$ cat src/rtl/modn_updown_counter.sv
// modn_updown_counter: modulo-N up/down counter with load, tc pulse, threshold flag and saturating wrap count.
// Define MODCNT_ONESHOT_EN for one-shot mode (hold at terminal value instead of wrapping).
module modn_updown_counter #(
  parameter int WIDTH = 5,
  parameter int MODULUS = 17,
  parameter int THRESHOLD = 8,
  parameter int WRAP_W = 4
) (
  input  logic              clk,
  input  logic              reset,
  input  logic              en,
  input  logic              up_dn,
  input  logic              load,
  input  logic [WIDTH-1:0]  load_val,
  input  logic              wrap_clr,
  output logic [WIDTH-1:0]  q,
  output logic              tc,
  output logic              flag,
  output logic [WRAP_W-1:0] wraps
);
  localparam logic [WIDTH:0] MAX = (WIDTH+1)'(MODULUS - 1);
  localparam logic [WIDTH:0] THR = (WIDTH+1)'(THRESHOLD);
  localparam logic [WIDTH-1:0] TOP = MAX[WIDTH-1:0];
  localparam logic [WRAP_W-1:0] WSAT = '1;
  if (MODULUS < 2 || MODULUS > 2**WIDTH || THRESHOLD < 0 || THRESHOLD > MODULUS - 1) begin : g_bad
    $error("modn_updown_counter: illegal MODULUS/THRESHOLD");
  end
  logic             wrap;
  logic             tc_n;
  logic [WIDTH-1:0] clamp;
  logic [WIDTH-1:0] step;
  logic [WIDTH-1:0] q_n;
  always_comb begin
    wrap  = en & (up_dn ? ({1'b0, q} == MAX) : (q == '0));
    clamp = ({1'b0, load_val} > MAX) ? TOP : load_val;
    step  = up_dn ? q + 1'b1 : q - 1'b1;
`ifdef MODCNT_ONESHOT_EN
    q_n   = load ? clamp : (en & ~wrap) ? step : q;
    tc_n  = ~load & en & ~wrap & (up_dn ? ({1'b0, step} == MAX) : (step == '0));
`else
    q_n   = load ? clamp : en ? (wrap ? (up_dn ? '0 : TOP) : step) : q;
    tc_n  = ~load & wrap;
`endif
  end
  // flag tracks next-state q so it lines up with q in the same cycle
  always_ff @(posedge clk or posedge reset) begin
    if (reset) begin
      q     <= '0;
      tc    <= 1'b0;
      flag  <= 1'(THRESHOLD == 0);
      wraps <= '0;
    end else begin
      q     <= q_n;
      tc    <= tc_n;
      flag  <= {1'b0, q_n} >= THR;
      wraps <= wrap_clr ? '0 : (tc_n && wraps != WSAT) ? wraps + 1'b1 : wraps;
    end
  end
endmodule

$ cat config.mk
export PLATFORM = sky130hd
export DESIGN_NAME = modn_updown_counter
export DESIGN_NICKNAME = d
export VERILOG_FILES = /design/src/rtl/modn_updown_counter.sv
export SDC_FILE = /design/constraint.sdc
export NUM_CORES = 1
export LEC_CHECK = 0
export ABC_AREA = 1
export CAP_MARGIN = 30
export CORE_ASPECT_RATIO = 1.2
export CORE_MARGIN = 4
export CORE_UTILIZATION = 46
export CTS_BUF_LIST = sky130_fd_sc_hd__clkbuf_16
export CTS_CLUSTER_SIZE = 40
export DETAILED_ROUTE_END_ITERATION = 10
export PLACE_DENSITY_LB_ADDON = 0.1
export SLEW_MARGIN = 10
export SYNTH_ARGS = -nofsm -noshare
export SYNTH_HDL_FRONTEND = slang
export SYNTH_SLANG_ARGS = --single-unit
$ cat constraint.sdc
create_clock -name clk -period 2.2 [get_ports clk]
set_clock_uncertainty 0.1 [all_clocks]
set_input_delay 0.44 -clock clk [delete_from_list [all_inputs] [get_ports clk]]
set_output_delay 0.44 -clock clk [all_outputs]
set_load 0.1 [all_outputs]
==> impl_results.md, run 1 <==
- Status: complete, no violations
- Row count: 16
- # setup viols final: 0
- First-pass GRT wire length: 3300 um
- LEAKAGE: 0.000580 uW
- Clk Latency, worst-skew pair: 230 ps
- Core Area: 1620 um2
- WS Path Type: input port to flop
- Final hold vios: 0
- Starting Density: 48.5%
- Max transition margin: 72.0%
- Synth unique cells: 19
- Avg Inst Size Synth: 7.21 um2
- Total gr overflow: 0
- Crit-path slowest cell: clkdlybuf4s50_1
- CTS tree: yes
- Seq cells post-synth: 11
- Final nets: 154
- Internal Power: 558 uW
- Synthesis Warnings: 0
- HPWL after DPL: 1470 um
- CP required: 2220 ps
- Crit path cell chain: clkdlybuf4s50_1 > inv_2 > fa_2 > nand3_1 > nand3_1 > nand2_1 > nand3_1 > nand2_1 > nand2_1 > nand2_1 > nand2_1
- Area of the mapped netlist: 786 um2
- # port buffers: 21
- Final min period: 1990 ps
- HP Class: input port to async pin
- Syn nets: 125
- Sw frac: 38.1%
- CP arrival: 2010 ps
- CTS buffer count: 3
- PD cells: 824 nW/um2
- Chip Height: 53.3 um
- Clock power frac: 35.5%
- Clock Pin Slew Worst Setup and Hold Paths: 40 ps
- Max-cap violations: 0
- GRT Total Usage: 18.6%
- Top Ports: 22
- Gp weighted congestion: 0.940
- DR iter-0 viols: 16
- Register area: 275 um2
- CTS max path bufs: 2
- Top delay family on crit path: simple AND/OR/NAND/NOR gates
- Vias in the first global route: 808
- Fillers: 152
- Flop pwr share: 27.3%
- CTS Root Cell: clkbuf_16
- Fraction of the yosys area taken by sequential cells: 35.0%
- CP bufs+invs: 2
- Antenna cell count: 0
- Post CTS Setup Buffer Count: 0
- H-tree Lvls: 1
- Post-Layout Cell Count: 155
- Max Slew Vio Count: 0
- CP max stage delay: 490 ps
- CP endpoint kind: flop
- Vias after detailed routing: 758
- Worst VDD drop: 558 uV
- RSZ-0062 raised after global routing: no
- Fmax: 502 MHz
- Area leader, netlist: dfrtp_1
- Initial antenna violation count: 0
- Die span in x: 45.7 um
- Layout cells sized above 1: 20.4%
- DRT Wirelength: 1830 um
- Critical path depth: 11
- Worst Tran Pin Value: 419 ps
- First-pass detailed-route iteration total: 6
- Combinational Power Share: 37.1%
- Mapped Cells: 109
- Largest net degree at the start of global routing: 12
- Die area: 2440 um2
- Net Switching: 344 uW
- CP startpoint kind: input port
- Per-cell routed wire length: 11.8 um
- Final ANT Viol Nets: 0
- Largest fanout on the critical path: 6
- Remaining routing DRC violations: 0
- CTS Sinks: 11
- CP dominant cell by count: nand2_1
- Final worst path period share: 90.5%
- Synth area leaders: dfrtp_1, nand2_1, inv_1, ha_1, a21oi_1
- Hold_ws: 397 ps
- Vias per cell: 4.89
- Worst Reg2Reg Path Length in Cells: 9
- Synth top area share: 35.0%
- Dpl cells: 151
- Layout area overhead: 39.3%
- Area occupied by multi-input gates: 442 um2
[through the flow]
stage / TNS, ps / utilization, % / total power, uW / instance area (um2) / worst slack, ps
4_1_cts: 0 / 67.4 / 908 / 1090 / 91.6
6_report: 0 / 67.5 / 902 / 1090 / 208
3_5_place_dp: -293 / 62.5 / 583 / 1010 / -124
2_1_floorplan: 0 / - / 490 / 786 / 35.7
3_3_place_gp: -176 / 62.5 / 580 / 1010 / -92.0
5_1_grt: 0 / 67.5 / 953 / 1090 / 53.1
[cells in the mapped netlist]
cell type  number
nand4_1         1
nand2_2         1
nand2_4         1
nand2_1        31
nor3_1          1
or2_2           1
a21oi_1         9
nand3_4         1
xor2_1          2
dfrtp_1        11
o21ai_0         4
inv_2           2
nor2_1          9
fa_1            1
o21ai_1         1
inv_1          17
nor2_4          3
ha_1            4
nand3_1         9
[final cells by class]
cell class / count / share of cell area [%]
Multi-Input combinational cell: 79 / 40.3
Tap cell: 18 / 2.06
Inverter: 19 / 6.51
Sequential cell: 11 / 25.1
Clock buffer: 3 / 6.86
Timing Repair Buffer: 24 / 18.7
Clock inverter: 1 / 0.343
[cells by family (layout without fill, tap and decap cells)]
group / after synthesis / after routing / synth area share, %
buffers and inverters: 19 / 47 / 9.08
adder cells (fa/ha/maj): 5 / 5 / 8.92
XOR/XNOR: 2 / 2 / 2.23
flip-flops: 11 / 11 / 35.0
AND/OR/NAND/NOR: 58 / 58 / 35.8
AO/OA/AOI/OAI: 14 / 14 / 8.92
[path summary, 6_finish.rpt]
kind / slack, ps / end / start
min in group clk: 440 / wraps[1] / wraps[1]
min: 400 / tc / reset
max in group asynchronous: 1310 / q[4] / reset
max: 210 / flag / up_dn
max reg2reg: 540 / flag / q[0]
min reg2reg: 440 / wraps[1] / wraps[1]
[cells in the final DEF (no fill, tap or decap), types with 3 or more instances in the layout]
| cell | netlist | layout |
|---|---|---|
| nand2_1 | 31 | 31 |
| buf_4 | 0 | 14 |
| clkbuf_16 | 0 | 3 |
| inv_2 | 2 | 3 |
| nor2_1 | 9 | 9 |
| o21ai_0 | 4 | 4 |
| nand3_1 | 9 | 9 |
| a21oi_1 | 9 | 9 |
| dfrtp_1 | 11 | 11 |
| nor2_4 | 3 | 3 |
| inv_1 | 17 | 17 |
| clkdlybuf4s50_1 | 0 | 10 |
| ha_1 | 4 | 4 |
[state kept, by name (all words and copies together), names as in the netlist]
register and count:
wraps 4, q 5, flag 1, tc 1
[timing repair]
item	CTS	global route
gates resized for setup	0	2
setup endpoints to repair	0	2
hold endpoints to repair	0	0
hold buffers	0	0
[power groups by stage]
stage	combinational (uW)	clock, uW	sequential (uW)
finish	335	321	246
global route	365	338	250
CTS	337	324	247
detailed placement	334	0	249
global placement	331	0	249
floorplan	111	0	379
[per-layer routing]
layer  GRT usage, %  share of wire, %  up-vias  routed length [um]
met5              0                 0        -                   0
met4           5.69               1.2        0                  22
met3           4.42               3.9        4                  71
met2           34.4                56       19                1020
met1           20.3                39      336                 712
li1               -                 -      399                   -
(Power assumes the default switching activity.)
==> run 2, diff against run 1 <==
--- a/config.mk
+++ b/config.mk
@@ -11,6 +11,7 @@
 export CORE_MARGIN = 4
 export CORE_UTILIZATION = 46
 export CTS_BUF_LIST = sky130_fd_sc_hd__clkbuf_16
+export CTS_CLUSTER_DIAMETER = 100
 export CTS_CLUSTER_SIZE = 40
 export DETAILED_ROUTE_END_ITERATION = 10
 export PLACE_DENSITY_LB_ADDON = 0.1
==> results of run 2 <==
Same layout as run 1: the final DEF is identical, and so are final timing and power.
==> run 3, diff against run 2 <==
--- a/config.mk
+++ b/config.mk
@@ -15,6 +15,7 @@
 export CTS_CLUSTER_SIZE = 40
 export DETAILED_ROUTE_END_ITERATION = 10
 export PLACE_DENSITY_LB_ADDON = 0.1
+export SETUP_SLACK_MARGIN = 0.4
 export SLEW_MARGIN = 10
 export SYNTH_ARGS = -nofsm -noshare
 export SYNTH_HDL_FRONTEND = slang
==> run 3 against run 2 <==
  * Critical path type is now flop to flop
  * Final area increased by 3.9%
  * Critical endpoint unchanged
  * Cell count increased by 0.65%
  * Critical path depth decreased by 2
  * First-iteration DRC count decreased by 56%
  * Core utilization increased by 2.6 points
  * Flip-flop and latch count unchanged
==> impl_results.md, run 3 (synthesis results as in run 1) <==
- Final ANT Viol Nets: 0 (unchanged)
- Worst Tran Pin Value: 419 ps (-0.482 ps)
- Pwr Total: 918 uW (+1.8%)
- PD cells: 807 nW/um2 (-2.0%)
- Remaining routing DRC violations: 0 (unchanged)
- Vias in the first global route: 817 (+1.1%)
- Worst Reg2Reg Path Length in Cells: 9 (unchanged)
- Starting Density: 48.5% (unchanged)
- CP endpoint kind: flop
- Most flop-heavy register: q
- Crit-path slowest cell: dfrtp_4
- CTS max path bufs: 2 (unchanged)
- Status: complete, no violations
- Chip Height: 53.3 um (unchanged)
- Per-cell routed wire length: 12.1 um (+2.5%)
- RSZ-0062 raised after global routing: no
- Top delay family on crit path: simple AND/OR/NAND/NOR gates
- Final nets: 155 (+0.65%)
- Final core occ: 70.1% (+2.6 points)
- Crit path cell chain: fa_2 > nand3_2 > nand3_1 > nand2_1 > nand3_1 > nand2_1 > nand2_1 > nand2_1 > nand2_1
- First-pass detailed-route iteration total: 4 (-2)
- CP startpoint kind: flop
- CTS Root Cell: clkbuf_16
- Largest register FFs: 5 (unchanged)
- First-pass GRT wire length: 3310 um (+0.21%)
- RR Startpoint: q[0]
- GRT Total Usage: 18.2% (-0.46 points)
- CTS tree: yes
- # port buffers: 21 (unchanged)
- Row count: 16 (unchanged)
- CTS buffer count: 3 (unchanged)
- Max-cap violations: 0 (unchanged)
- Clk Latency, worst-skew pair: 230 ps (about the same)
- Initial antenna violation count: 0 (unchanged)
- CP dominant cell by count: nand2_1
- Final worst path period share: 77.1% (-13 points)
- Largest fanout on the critical path: 6 (unchanged)
- Total gr overflow: 0 (unchanged)
- Layout area overhead: 44.7%
- H-tree Lvls: 1 (unchanged)
- Largest net degree at the start of global routing: 12 (unchanged)
- Fmax: 590 MHz (+17%)
- Gp weighted congestion: 0.928 (-1.3%)
- Layout cells sized above 1: 29.7% (+9.3 points)
- Most common cell after layout, fill and taps aside: nand2_1
- Top Ports: 22 (unchanged)
- Total Neg Setup Slack: 0 ps (unchanged)
- Vias after detailed routing: 781 (+3.0%)
- R2r endpoint: flag
- Max Slew Vio Count: 0 (unchanged)
- Fillers: 139 (-8.6%)
- HP Class: input port to async pin
- Worst R2R Setup Slack: 500 ps (-40 ps)
- DR iter-0 viols: 7 (-9)
- Clock Pin Slew Worst Setup and Hold Paths: 40 ps (about the same)
- # setup viols final: 0 (unchanged)
- Die span in x: 45.7 um (unchanged)
- DRT Wirelength: 1890 um (+3.1%)
- Most frequent cells in the layout: nand2_1, inv_1, buf_4, clkdlybuf4s50_1
- Biggest regs: q (5), wraps (4)
- CP max stage delay: 510 ps (+20 ps)
- HPWL after DPL: 1550 um (+4.9%)
- Dpl cells: 152 (+0.66%)
- Final hold vios: 0 (unchanged)
- CP arrival: 1710 ps (-300 ps)
- Antenna cell count: 0 (unchanged)
- Post-Layout Cell Count: 156 (+0.65%)
- Die area: 2440 um2 (unchanged)
- Max transition margin: 72.0% (about the same)
- LEAKAGE: 0.000577 uW (-0.52%)
- Core Area: 1620 um2 (unchanged)
- Worst VDD drop: 705 uV (+26%)
- CP bufs+invs: 0 (-2)
- Hold Buf Count CTS: 0 (unchanged)
- Vias per cell: 5.01 (+2.4%)
- CP required: 2220 ps (about the same)
- WS Path Type: flop to flop
- Final min period: 1700 ps (-296 ps)
- CTS Sinks: 11 (unchanged)
run 3: power breakdown:
part	switching (uW)	leakage, uW	total [uW]	internal (uW)
clock network	79.0	0.0000423	317	238
registers	25.6	0.000131	252	227
logic	242	0.000404	349	107
total	346	0.000577	918	572
run 3: layer usage:
metal / GRT usage, % / up-vias / share of wire, %
li1: - / 402 / -
met1: 20.0 / 357 / 38
met2: 34.9 / 18 / 57
met3: 2.04 / 4 / 3.6
met4: 5.69 / 0 / 1.3
met5: 0 / - / 0
run 3: worst max path at each step:
stage	to	slack (ps)	cells after the start	start
6_report	flag	500	9	q[0]
5_1_grt	flag	420	9	q[0]
4_1_cts	flag	480	11	up_dn
3_5_place_dp	flag	-120	11	up_dn
3_3_place_gp	flag	-60	11	up_dn
2_1_floorplan	flag	410	9	q[0]
run 3: layout make-up:
| type | instances | area, um2 | area share (%) |
|---|---|---|---|
| clock buffers | 3 | 75.1 | 6.60 |
| clock inverters | 1 | 3.75 | 0.330 |
| inverters | 19 | 73.8 | 6.49 |
| multi-input cells | 79 | 465 | 40.9 |
| flip-flops and latches | 11 | 289 | 25.4 |
| well taps | 18 | 22.5 | 1.98 |
| repair buffers | 25 | 208 | 18.3 |
run 3: per-stage QoR:
stage	area, um2	setup WS, ps	hold slack, ps
after floorplan	800	411	192
after global placement	1030	-58.3	412
after detailed placement	1030	-120	423
after CTS	1140	478	415
after global routing	1140	416	437
final	1140	504	400
run 3: worst reg2reg max path, stage by stage (launching register included):
cell	delay (ps)
dfrtp_4	510
fa_2	420
nand3_2	90
nand3_1	60
nand2_1	60
nand3_1	70
nand2_1	80
nand2_1	60
nand2_1	80
nand2_1	60
run 3: repair_timing:
item,4_1_cts,5_1_grt
setup buffers,0,0
setup endpoints to repair,8,2
resized for setup,6,4
pin swaps,2,2
==> edit: new RTL, config.mk and constraints of run 3 <==
The option `MODCNT_ONESHOT_EN` is turned on by a define.
--- a/src/rtl/modn_updown_counter.sv
+++ b/src/rtl/modn_updown_counter.sv
@@ -1,4 +1,6 @@
 // modn_updown_counter: modulo-N up/down counter with load, tc pulse, threshold flag and saturating wrap count.
 // Define MODCNT_ONESHOT_EN for one-shot mode (hold at terminal value instead of wrapping).
+`define MODCNT_ONESHOT_EN
+
 module modn_updown_counter #(
   parameter int WIDTH = 5,
Formal check against the unedited RTL: not equivalent (Yosys sat finds a counterexample within 4 cycles, from zero or initial values and one cycle with reset high).
==> edit against run 3 <==
Synthesized area grew 1.6%; power grew 21%; wire length grew 18%; worst setup slack lost 0.16 ns; final area grew 14%; sequential power grew 8%; sequential cell count is the same; non-clock buffer count grew 2; largest cell class unchanged; largest power group unchanged; highest routed layer unchanged.
==> edit: results <==
global_route:
  grt_pass1_vias: 804
  track_usage: 0.180
  grt_pass1_wl_mm: 3.17
power:
  p_clk_frac: 0.296
  ir_drop_v: 0.000525
  leakage_nw: 0.629
  p_seq_w: 0.000271
  swShare: 0.423
  p_clk_w: 0.000330
worst_setup_path:
  critical-path-max-stage-delay_ns: 0.43
  regToRegEndpoint: "wraps[1]$_DFFE_PP0P_"
  worstPathMaxFanout: 5
  critPathTopFamily: "simple AND/OR/NAND/NOR gates"
  cp.arrival_ns: 1.93
  worstRegToRegCells: 10
layout:
  seq_share: 0.227
  multi_input_area_share: 0.459
  layout.nets: 159
  multi_input_area_sq_um: 594
  clkCellAreaFrac: 0.0609
  final.fill_count: 106
  drive_above_1_share: 0.461
  multi_input_cells: 80
  n_all_buffers: 27
  nonClkBufAreaFrac: 0.175
  stdcell_count: 159
placed_design:
  io_buffers: 21
  pre_cts_ws_ns: -0.204
  place_area_sq_mm: 0.00107
  dp_cells: 151
  gp_congestion: 0.807
  dp_hpwl_mm: 1.52
timing:
  worst_slack_ns: 0.345
  slew_headroom: 0.703
  hold_slack_ns: 0.402
synth:
  synthXorXnorAreaFrac: 0.0329
  synth-seq-area-share: 0.345
  ys_top_cells_by_area: "dfrtp_1, nand2_1, inv_1"
  syn-mean-instance-area_sq_um: 7.26
  yosys.area_share.adder: 0.103
  synth_common_cells: "nand2_1, inv_1, nand3_1"
  syn-num-nets: 127
  synth_compound_area_frac: 0.0611
floorplan:
  fp-row-count: 16
detailed_routing:
  wirelength_mm: 2.22
  drtIter0Drc: 10
run_status:
  outcome: "finished, final reports clean"
cts:
  clock_latency_ns: 0.24
==> edit: changes by cell type in the layout (fill, tap and decap cells not counted), sizes merged, moves of 2 or more <==
| cell | run 3 | this run |
|---|---|---|
| a21oi | 9 | 3 |
| buf | 15 | 17 |
| nand2 | 33 | 38 |
| nand3 | 10 | 14 |
| nor2 | 12 | 9 |
| o211ai | 0 | 2 |
| o21ai | 5 | 2 |
==> edit: repair_timing <==
| item | CTS | global route |
|---|---|---|
| setup endpoints to repair | 9 | 7 |
| pin swaps | 8 | 14 |
| buffers inserted | 2 | 2 |
| resized for setup | 7 | 22 |
==> edit: metal layers <==
layer,vias up,part of all wire,wire (um),global-route usage
met4,0,0.027,59,0.0853
met5,-,0,0,0
met3,7,0.044,97,0.0301
met2,28,0.56,1250,0.349
li1,411,-,-,-
met1,378,0.36,811,0.176
